`src/rtl/output_terminal_pkg.sv`:
```
// Shared types and arithmetic helpers for the output terminal generator.
package output_terminal_pkg;

    // Widest word the helper functions handle; callers truncate to DATA_W.
    localparam int unsigned MAX_W = 64;

    typedef enum logic [1:0] {
        ST_IDLE = 2'd0,
        ST_LOAD = 2'd1,
        ST_CALC = 2'd2
    } state_e;

    // Offset-binary bias: 2^(data_w-1) when sel_sign is set, else zero.
    function automatic logic [MAX_W-1:0] bias_of(input logic sel_sign, input int unsigned data_w);
        logic [MAX_W-1:0] b;
        b = '0;
        if (sel_sign) begin
            b[data_w-1] = 1'b1;
        end
        return b;
    endfunction

    // Two's-complement negation when is is set. Evaluated at MAX_W width;
    // the low DATA_W bits equal the DATA_W-wide negation, so 0 -> 0 and
    // 2^(DATA_W-1) -> itself after truncation.
    function automatic logic [MAX_W-1:0] cond_negate(input logic [MAX_W-1:0] value, input logic is);
        return is ? ((~value) + MAX_W'(1)) : value;
    endfunction

endpackage

```
`src/rtl/output_terminal_gen_slice_deserializer.sv`:
```
// One assembly register: writes SLICE_W-bit slice number idx_i into its
// position of the word when we_i is high. Slice 0 is the LSB slice.
module slice_deserializer
    import output_terminal_pkg::*;
#(
    parameter int unsigned DATA_W  = 12,
    parameter int unsigned SLICE_W = 2
) (
    input  logic                                        clk,
    input  logic                                        rst,
    input  logic                                        we_i,
    input  logic [((DATA_W/SLICE_W) > 1 ? $clog2(DATA_W/SLICE_W) : 1)-1:0] idx_i,
    input  logic [SLICE_W-1:0]                          slice_i,
    output logic [DATA_W-1:0]                           word_o
);

    localparam int unsigned NUM_SLICES = DATA_W / SLICE_W;
    localparam int unsigned IDX_W      = (NUM_SLICES > 1) ? $clog2(NUM_SLICES) : 1;

    logic [DATA_W-1:0] word_q;

    // Write the addressed slice; untouched slices keep their value.
    always_ff @(posedge clk) begin
        if (rst) begin
            word_q <= '0;
        end else begin
            for (int k = 0; k < NUM_SLICES; k++) begin
                if (we_i && (idx_i == IDX_W'(k))) begin
                    word_q[k*SLICE_W +: SLICE_W] <= slice_i;
                end
            end
        end
    end

    assign word_o = word_q;

endmodule

```
`src/rtl/output_terminal_gen.sv`:
```
// Output terminal generator: deserialises X/Y slice streams into DATA_W
// words, optionally negates and biases them, and presents the selected
// channel on a registered output with a one-cycle valid pulse.
//
// Handshake: rdy is a start-of-word strobe sampled on each rising edge.
// In IDLE or CALC it starts a new word; in LOAD it is ignored and sets the
// sticky overrun flag. vld is high for exactly the one cycle following the
// CALC edge, during which (and afterwards, until the next CALC) dout holds
// the new result. There is no back-pressure.
module output_terminal_gen
    import output_terminal_pkg::*;
#(
    parameter int unsigned DATA_W  = 12,
    parameter int unsigned SLICE_W = 2
) (
    input  logic               clk,
    input  logic               rst,
    input  logic               sel_xy,
    input  logic               sel_sign,
    input  logic [SLICE_W-1:0] xin,
    input  logic [SLICE_W-1:0] yin,
    input  logic               is_in,
    input  logic               rdy,
    output logic               vld,
    output logic               busy,
    output logic               overrun,
    output logic [DATA_W-1:0]  dout
);

    localparam int unsigned NUM_SLICES = DATA_W / SLICE_W;
    localparam int unsigned CNT_W      = (NUM_SLICES > 1) ? $clog2(NUM_SLICES) : 1;
    localparam logic [CNT_W-1:0] LAST_CNT = CNT_W'(NUM_SLICES - 1);

    if ((DATA_W % SLICE_W) != 0 || SLICE_W == 0) begin : g_bad_width
        $error("output_terminal_gen: DATA_W must be a non-zero multiple of SLICE_W");
    end
    if (DATA_W > MAX_W) begin : g_too_wide
        $error("output_terminal_gen: DATA_W exceeds helper width");
    end

    state_e             state_q, state_d;
    logic [CNT_W-1:0]   cnt_q, cnt_d;

    logic               load_en;
    logic               last_slice;
    logic               calc_en;
    logic               ovr_set;

    logic [DATA_W-1:0]  x_asm, y_asm;
    logic               is_q;
    logic [DATA_W-1:0]  x_res_q, x_res_d;
    logic [DATA_W-1:0]  y_res_q, y_res_d;
    logic               vld_q;
    logic               overrun_q;

    logic [MAX_W-1:0]   bias_wide;
    logic [MAX_W-1:0]   x_wide, y_wide;

    // State register and slice counter.
    always_ff @(posedge clk) begin
        if (rst) begin
            state_q <= ST_IDLE;
            cnt_q   <= '0;
        end else begin
            state_q <= state_d;
            cnt_q   <= cnt_d;
        end
    end

    // Next-state and counter logic; CALC may chain directly into LOAD.
    always_comb begin
        state_d = state_q;
        cnt_d   = cnt_q;
        case (state_q)
            ST_IDLE: begin
                cnt_d = '0;
                if (rdy) begin
                    state_d = ST_LOAD;
                end
            end
            ST_LOAD: begin
                if (cnt_q == LAST_CNT) begin
                    state_d = ST_CALC;
                    cnt_d   = '0;
                end else begin
                    cnt_d = cnt_q + CNT_W'(1);
                end
            end
            ST_CALC: begin
                cnt_d   = '0;
                state_d = rdy ? ST_LOAD : ST_IDLE;
            end
            default: begin
                state_d = ST_IDLE;
                cnt_d   = '0;
            end
        endcase
    end

    // State-decoded control strobes.
    always_comb begin
        load_en    = (state_q == ST_LOAD);
        last_slice = (state_q == ST_LOAD) && (cnt_q == LAST_CNT);
        calc_en    = (state_q == ST_CALC);
        ovr_set    = (state_q == ST_LOAD) && rdy;
        busy       = (state_q == ST_LOAD) || (state_q == ST_CALC);
    end

    slice_deserializer #(
        .DATA_W  (DATA_W),
        .SLICE_W (SLICE_W)
    ) u_deser_x (
        .clk     (clk),
        .rst     (rst),
        .we_i    (load_en),
        .idx_i   (cnt_q),
        .slice_i (xin),
        .word_o  (x_asm)
    );

    slice_deserializer #(
        .DATA_W  (DATA_W),
        .SLICE_W (SLICE_W)
    ) u_deser_y (
        .clk     (clk),
        .rst     (rst),
        .we_i    (load_en),
        .idx_i   (cnt_q),
        .slice_i (yin),
        .word_o  (y_asm)
    );

    // Result arithmetic, modulo 2^DATA_W; carries past DATA_W are dropped.
    always_comb begin
        bias_wide = bias_of(sel_sign, DATA_W);
        x_wide    = cond_negate(MAX_W'(x_asm), is_q) + bias_wide;
        y_wide    = cond_negate(MAX_W'(y_asm), is_q) + bias_wide;
        x_res_d   = x_wide[DATA_W-1:0];
        y_res_d   = y_wide[DATA_W-1:0];
    end

    // Result registers, is_in capture, valid pulse and sticky overrun.
    always_ff @(posedge clk) begin
        if (rst) begin
            is_q      <= 1'b0;
            x_res_q   <= '0;
            y_res_q   <= '0;
            vld_q     <= 1'b0;
            overrun_q <= 1'b0;
        end else begin
            vld_q <= calc_en;
            if (last_slice) begin
                is_q <= is_in;
            end
            if (calc_en) begin
                x_res_q <= x_res_d;
                y_res_q <= y_res_d;
            end
            if (ovr_set) begin
                overrun_q <= 1'b1;
            end
        end
    end

    assign vld     = vld_q;
    assign overrun = overrun_q;
    assign dout    = sel_xy ? x_res_q : y_res_q;

endmodule
```
`config.mk`:
```
export PLATFORM = sky130hd
export DESIGN_NAME = output_terminal_gen
export DESIGN_NICKNAME = d
export VERILOG_FILES = /design/src/rtl/output_terminal_pkg.sv /design/src/rtl/output_terminal_gen_slice_deserializer.sv /design/src/rtl/output_terminal_gen.sv
export SDC_FILE = /design/constraint.sdc
export NUM_CORES = 1
export LEC_CHECK = 0
export BUFFER_PORTS_ARGS = -buffer_cell sky130_fd_sc_hd__buf_2
export CAP_MARGIN = 5
export CORE_MARGIN = 1
export CORE_UTILIZATION = 59
export CTS_BUF_LIST = sky130_fd_sc_hd__clkbuf_8 sky130_fd_sc_hd__clkbuf_16
export DETAILED_ROUTE_END_ITERATION = 10
export PLACE_DENSITY = 0.79
export SYNTH_ARGS = -nofsm -noshare
export SYNTH_HDL_FRONTEND = slang
export SYNTH_SLANG_ARGS = --single-unit
export TNS_END_PERCENT = 100
```
`constraint.sdc`:
```
create_clock -name clk -period 2.35 [get_ports clk]
set_input_delay 0.1175 -clock clk [delete_from_list [all_inputs] [get_ports clk]]
set_output_delay 0.1175 -clock clk [all_outputs]
set_load 0.01 [all_outputs]
```
Word-level counts from Yosys, hierarchy flattened. Cells that the tools add are included.

Bitwise gates (word level): 3. Reductions and logical operators: 12. Multiplexer cells: 8. $add $sub $neg: 5. Equal/unequal tests: 9.

Operator list (number): 2-to-1 mux 12 bit (3); adder 12 x 1 -> 12 bit (second input constant) (2); adder 12 bit (2); NOT 12 bit (2); logical AND 1 bit (7); equality test 3 x 2 -> 1 bit (second input constant) (2); equality test 3 bit (second input constant) (2); case mux 2 bit (3 select lines) (1); 2-to-1 mux 2 bit (2); != test 2 bit (second input constant) (2); adder 3 x 1 -> 3 bit (second input constant) (1); equality test 3 x 1 -> 1 bit (second input constant) (1); zero test 3 bit (1); OR reduction 3 bit (1); equality test 2 x 1 -> 1 bit (second input constant) (1); equality test 2 bit (second input constant) (1); zero test 2 bit (1); 2-to-1 mux 1 bit (2); AND reduction 2 bit (1); logical OR 1 bit (1); NOT 1 bit (1).

Register bits after elaboration: 56.

Longest topological paths before layout.
Depth in word-level cells: 4. Gate-level depth with buffers: 8. Gate-level depth less buffers: 6.

Cells and area by module. Synthesis repeated with hierarchy kept, for this count alone.

Cell total of the unflattened synthesis: 294. Area, all modules: 2889.0 um^2.

By module, submodules not included: output_terminal_gen (area each 1853.0 um^2, seq. area each 640.6 um^2, times used 1, cells each 204); slice_deserializer (area each 518.0 um^2, seq. area each 240.2 um^2, times used 2, cells each 45).

Worst setup path before layout. OpenSTA, ideal clock, no wires.

Path kind: flip-flop to flip-flop. Start point: register u_deser_y.word_q[0] (netlist: u_deser_y.word_o[0]). End point: register y_res_q[6]. Stages on the path, launching flop included: 7. Setup slack: 0.730 ns. Arrival time: 1.535 ns. Cells stage by stage: dfxtp_1 > inv_1 > ha_1 > or3b_2 > o31ai_1 > xor2_1 > a211oi_1.

Longest elaborated chain between the ends: 4.

Ends and longest elaborated chain: from (decl) (line output_terminal_gen_slice_deserializer.sv:20) `logic [DATA_W-1:0] word_q;`; from (signal, indexed assignment) (line output_terminal_gen_slice_deserializer.sv:29) `word_q[k*SLICE_W +: SLICE_W] <= slice_i;`; NOT 12 bit (line output_terminal_pkg.sv:27) `return is ? ((~value) + MAX_W'(1)) : value;`; adder 12 x 1 -> 12 bit (line output_terminal_pkg.sv:27); 2-to-1 mux 12 bit * (line output_terminal_pkg.sv:27); adder 12 bit * (line output_terminal_gen.sv:137) `y_wide = cond_negate(MAX_W'(y_asm), is_q) + bias_wide;`; to (signal assigned) (line output_terminal_gen.sv:157) `y_res_q <= y_res_d;`; to (decl) (line output_terminal_gen.sv:52) `logic [DATA_W-1:0] y_res_q, y_res_d;`.

Mark *: on every way between the ends. The rest lies on a longest branch, timed or not. A chain may end at the register's enable or synchronous reset.

Worst setup path in the final report.
Start point: register state_q[0]. End point: register x_res_q[9].

Longest elaborated chain between the ends: 1.

Ends and longest elaborated chain: from (decl) (line output_terminal_gen.sv:41) `state_e state_q, state_d;`; from (signal assigned) (line output_terminal_gen.sv:65) `state_q <= state_d;`; equality test 2 bit (line output_terminal_gen.sv:104) `calc_en = (state_q == ST_CALC);`; via calc_en (line output_terminal_gen.sv:46) `logic calc_en;`; to (signal assigned) (line output_terminal_gen.sv:156) `x_res_q <= x_res_d;`; to (decl) (line output_terminal_gen.sv:51) `logic [DATA_W-1:0] x_res_q, x_res_d;`.

The timed path passes the listed nets, and every way through them passes these cells.

==> results summary <==
Summed over all cells, the static leakage comes to roughly 1.2 nW. The number of setup buffers added after CTS is 0. Across the run, the number of max-cap violations was 0.

The total power density per cell area is around 600 nW/um^2. The die span in y is ~71 microns. The number of inserted filler cells in the final layout came out at roughly 380.

The sequential element share of the synthesized area came out at between 40% and 50%. After global routing the overflow that remains totals 0. The critical path required time came out at between 2000 and 3000 ps. The clock-pin slew on the worst setup and hold paths came out at 100 ps.

The cell count after placement came out at 386. The TritonCTS clock tree is built. The area of the core is roughly 4400 sq um.

Clock skew on the completed layout was measured at around 2.6 ps. VDD sags by at most between 0.4 and 0.5 mV. The transition at the pin with the smallest max-transition slack came out at about 590 ps.

The count of placed standard cells in the final layout, fillers left out came out at 394. In the final layout, the share of cells above drive strength 1 is between 10% and 20%. The total number of clock tree sinks came out at 56.

The number of global-route vias before repair is about 2200. The flow ran to the end, and the final reports show no timing, DRC or antenna violations. Of all cell types, the one taking the most synthesized area is sky130_fd_sc_hd__dfxtp_1. The last weighted congestion value of the routability-driven placer came out at around 0.83. The type of the worst setup path is reg2reg.

The fmax is 0.538 GHz. Yosys attributes the largest share of cell area to sky130_fd_sc_hd__dfxtp_1 40%, sky130_fd_sc_hd__ha_1 5.4%, sky130_fd_sc_hd__mux2i_1 5.4%. The global-route wire length before repair is between 10 and 15 mm.

The number of buffers on the longest clock path came out at 2. The half-perimeter wire length after placement came out at 4.28 mm. The setup total negative slack came out at 0 ps. Setup repair after global routing left no endpoint under its margin. The tree is rooted in a sky130_fd_sc_hd__clkbuf_8. The number of placed I/O pins is 25. The horizontal die dimension is 70.9 microns. The number of buffers inserted by port buffering is 24. The number of pins exceeding their max-slew limit in the final report is 0.

The signed area change from the synthesized netlist to the final layout is 8.53%. The class of the tightest hold or removal check is in2reg. The cell area after technology mapping is 2800 sq um.

The remaining max-slew budget at the tightest pin is between 60% and 70%. Synthesis produced a netlist whose cell count is ~320. The switching share of power is between 20% and 30%. The combinational fraction of design power came out at roughly 15%. The aggregate routed wire length came out at approximately 5.8 mm. The clock insertion delay at the later pin of the skew report is between 300 and 400 ps. After synthesis the netlist holds a flip-flop and latch count of 56. The number of gates resized after cts is 0. The fraction of power consumed by the clock network came out at approximately 30%. The startpoint class of the critical path is a register. The number of synthesized flops with an enable pin came out at 0. The count of unique library cells instantiated by Yosys came out at just over 40. The analysis attributes to net switching a power of between 0.5 and 0.6 mW.

In the finished design, the share of the clock period the worst path needs comes to 79.1%. The number of warnings issued by yosys came out at 0. The overall fraction of global-route tracks in use is between 20% and 30%.

The net total in the final layout came out at about 360. The initial core utilization came out at approximately 63%. The signal arrival time at the worst endpoint is roughly 2100 ps. The first detailed-routing pass ran for 7 iterations. The number of buffers inserted during clock tree synthesis came out at 5. The post-synthesis average cell area is 8.67 sq um. The fraction of synthesized cell area taken by the top area cell type came out at about two fifths. Setup violations remaining at the end of the flow were counted as 0. The iteration-0 DRC count of the detailed router is 190. After detailed routing, the number of vias per cell comes to between 5 and 6. The number of hold-slack violations in the final timing report is 0. Counting flops with an async set or reset pin after synthesis yields a share of 0%. For this run, the leading register cell type out of synthesis is sky130_fd_sc_hd__dfxtp_1.

Subtracting the final worst setup slack from the clock period gives around 1900 ps. The number of antenna violations at the first check in global routing came to 0. The post-synthesis net count is 345. The peak fanout along the critical path came out at 19. The post-detailed-route DRC marker count is 0. STA classifies the critical path endpoint as a register.

The floorplan row count is 24. In this run, post-CTS hold repair placed 0 buffers. In the final routed layout, each cell accounts on average for between 10 and 15 microns. The maximum number of pins on one net before global-route repair is 38. The routed layout has about 2300 vias. The area of the die is between 5000 and 6000 sq um. The H-tree level count is 2. Per report_power, the sequential group accounts for 55.6% of the total.

The post-detailed-route count of antenna-violating nets came out at 0. The number of antenna diodes in the final layout is 0. The design internal power came out at approximately 1.3 mW.
[power by group through the flow]
stage	combinational [mW]	clock, mW	sequential, mW
finish	0.267	0.541	1.01
global route	0.300	0.591	1.02
CTS	0.269	0.550	1.01
detailed placement	0.268	0	1.03
global placement	0.262	0	1.03
floorplan	0.198	0	1.03
[logic make-up (layout without fill, tap and decap cells)]
group                    Yosys count  in the layout  share of synthesized area [%]
AND/OR/NAND/NOR                  119            119                           21.4
multiplexers                      26             26                           9.79
adder cells (fa/ha/maj)           12             12                           5.36
AO/OA/AOI/OAI                     64             64                           14.7
XOR/XNOR                          13             13                           4.07
buffers and inverters             33             52                           4.65
flip-flops                        56             56                           40.0
[Yosys cell counts, types with 3 or more instances]
cell,number
sky130_fd_sc_hd__dfxtp_1,56
sky130_fd_sc_hd__nor2_1,39
sky130_fd_sc_hd__nand2_1,28
sky130_fd_sc_hd__a21oi_1,22
sky130_fd_sc_hd__nand3_1,19
sky130_fd_sc_hd__inv_1,15
sky130_fd_sc_hd__mux2i_1,15
sky130_fd_sc_hd__ha_1,12
sky130_fd_sc_hd__mux2_2,11
sky130_fd_sc_hd__a211oi_1,9
sky130_fd_sc_hd__o21ai_0,9
sky130_fd_sc_hd__xor2_1,8
sky130_fd_sc_hd__buf_1,7
sky130_fd_sc_hd__clkbuf_1,6
sky130_fd_sc_hd__or3_1,6
sky130_fd_sc_hd__a311oi_1,5
sky130_fd_sc_hd__buf_2,5
sky130_fd_sc_hd__nor2b_1,5
sky130_fd_sc_hd__xnor2_1,5
sky130_fd_sc_hd__a31oi_1,4
sky130_fd_sc_hd__nor3b_1,4
sky130_fd_sc_hd__o31ai_1,4
sky130_fd_sc_hd__nand2b_1,3
sky130_fd_sc_hd__nor3_1,3
[final timing paths]
kind / slack [ps] / startpoint / endpoint / cells after the start
hold reg to reg: 470 / y_res_q[5]$_SDFFE_PP0N_ / y_res_q[5]$_SDFFE_PP0N_ / 2
hold / removal: 40 / is_in / is_q$_SDFFE_PP0P_ / 3
setup / recovery: 490 / state_q[0]$_SDFFE_PP0P_ / x_res_q[9]$_SDFFE_PP0N_ / 7
setup reg to reg: 490 / state_q[0]$_SDFFE_PP0P_ / x_res_q[9]$_SDFFE_PP0N_ / 7
[cell usage in the layout, fill, tap and decap left out, types with 2 or more instances in the layout]
cell,instances
sky130_fd_sc_hd__nor2b_1,5
sky130_fd_sc_hd__xnor2_1,5
sky130_fd_sc_hd__o211ai_1,2
sky130_fd_sc_hd__nor2_1,39
sky130_fd_sc_hd__nand2b_1,3
sky130_fd_sc_hd__inv_1,15
sky130_fd_sc_hd__or3_1,6
sky130_fd_sc_hd__a311oi_1,5
sky130_fd_sc_hd__xor2_1,8
sky130_fd_sc_hd__a41oi_1,2
sky130_fd_sc_hd__mux2i_1,15
sky130_fd_sc_hd__a21oi_1,22
sky130_fd_sc_hd__nor3_1,3
sky130_fd_sc_hd__buf_2,24
sky130_fd_sc_hd__o22ai_1,2
sky130_fd_sc_hd__nand4b_1,2
sky130_fd_sc_hd__nand4_1,2
sky130_fd_sc_hd__nor4_1,2
sky130_fd_sc_hd__a211oi_1,9
sky130_fd_sc_hd__nand2_1,28
sky130_fd_sc_hd__o21ai_0,9
sky130_fd_sc_hd__clkbuf_8,5
sky130_fd_sc_hd__ha_1,12
sky130_fd_sc_hd__nand3_1,19
sky130_fd_sc_hd__buf_4,5
sky130_fd_sc_hd__dfxtp_1,56
sky130_fd_sc_hd__mux2_2,11
sky130_fd_sc_hd__a31oi_1,4
sky130_fd_sc_hd__o31ai_1,4
sky130_fd_sc_hd__nor3b_1,4
[metal layers]
metal / vias to the layer above / track usage [%] / share of wire (%)
met3: 17 / 4.27 / 4.9
met1: 1071 / 35.3 / 47
met4: 0 / 11.8 / 2.5
li1: 1178 / - / -
met2: 60 / 40.5 / 46
met5: - / 0 / 0
[layout make-up]
type                            instances  area (sq um)  share of cell area, %
Multi-Input combinational cell        234          1550                   51.0
Timing Repair Buffer                   29           158                   5.19
Sequential cell                        56          1120                   36.9
Inverter                               15          56.3                   1.85
Clock inverter                          3          21.3                  0.700
Clock buffer                            5          68.8                   2.26
Tap cell                               52          65.1                   2.14
[through the flow]
| step | hold slack [ps] | total power [mW] | setup slack (ps) | util, % | instance area, sq um |
|---|---|---|---|---|---|
| 2_1_floorplan | 261 | 1.22 | 730 | - | 2800 |
| 3_3_place_gp | 349 | 1.29 | 595 | 66.4 | 2950 |
| 3_5_place_dp | 370 | 1.30 | 521 | 66.4 | 2950 |
| 4_1_cts | 36.8 | 1.83 | 480 | 68.4 | 3040 |
| 5_1_grt | 61.0 | 1.91 | 291 | 68.4 | 3040 |
| 6_report | 40.6 | 1.82 | 490 | 68.4 | 3040 |
[critical path: stages, from the launching register on]
cell,delay [ps]
sky130_fd_sc_hd__dfxtp_1,360
sky130_fd_sc_hd__inv_1,90
sky130_fd_sc_hd__ha_1,470
sky130_fd_sc_hd__buf_4,310
sky130_fd_sc_hd__nor3b_1,260
sky130_fd_sc_hd__nor2b_1,160
sky130_fd_sc_hd__nor2_1,50
sky130_fd_sc_hd__o211ai_1,80
[state kept, by name, summed over array words and instances (netlist names)]
name              count
cnt_q                 3
u_deser_y.word_o     12
is_q                  1
x_res_q              12
state_q               2
u_deser_x.word_o     12
overrun               1
y_res_q              12
vld                   1
Power figures use the tool's default switching activity.
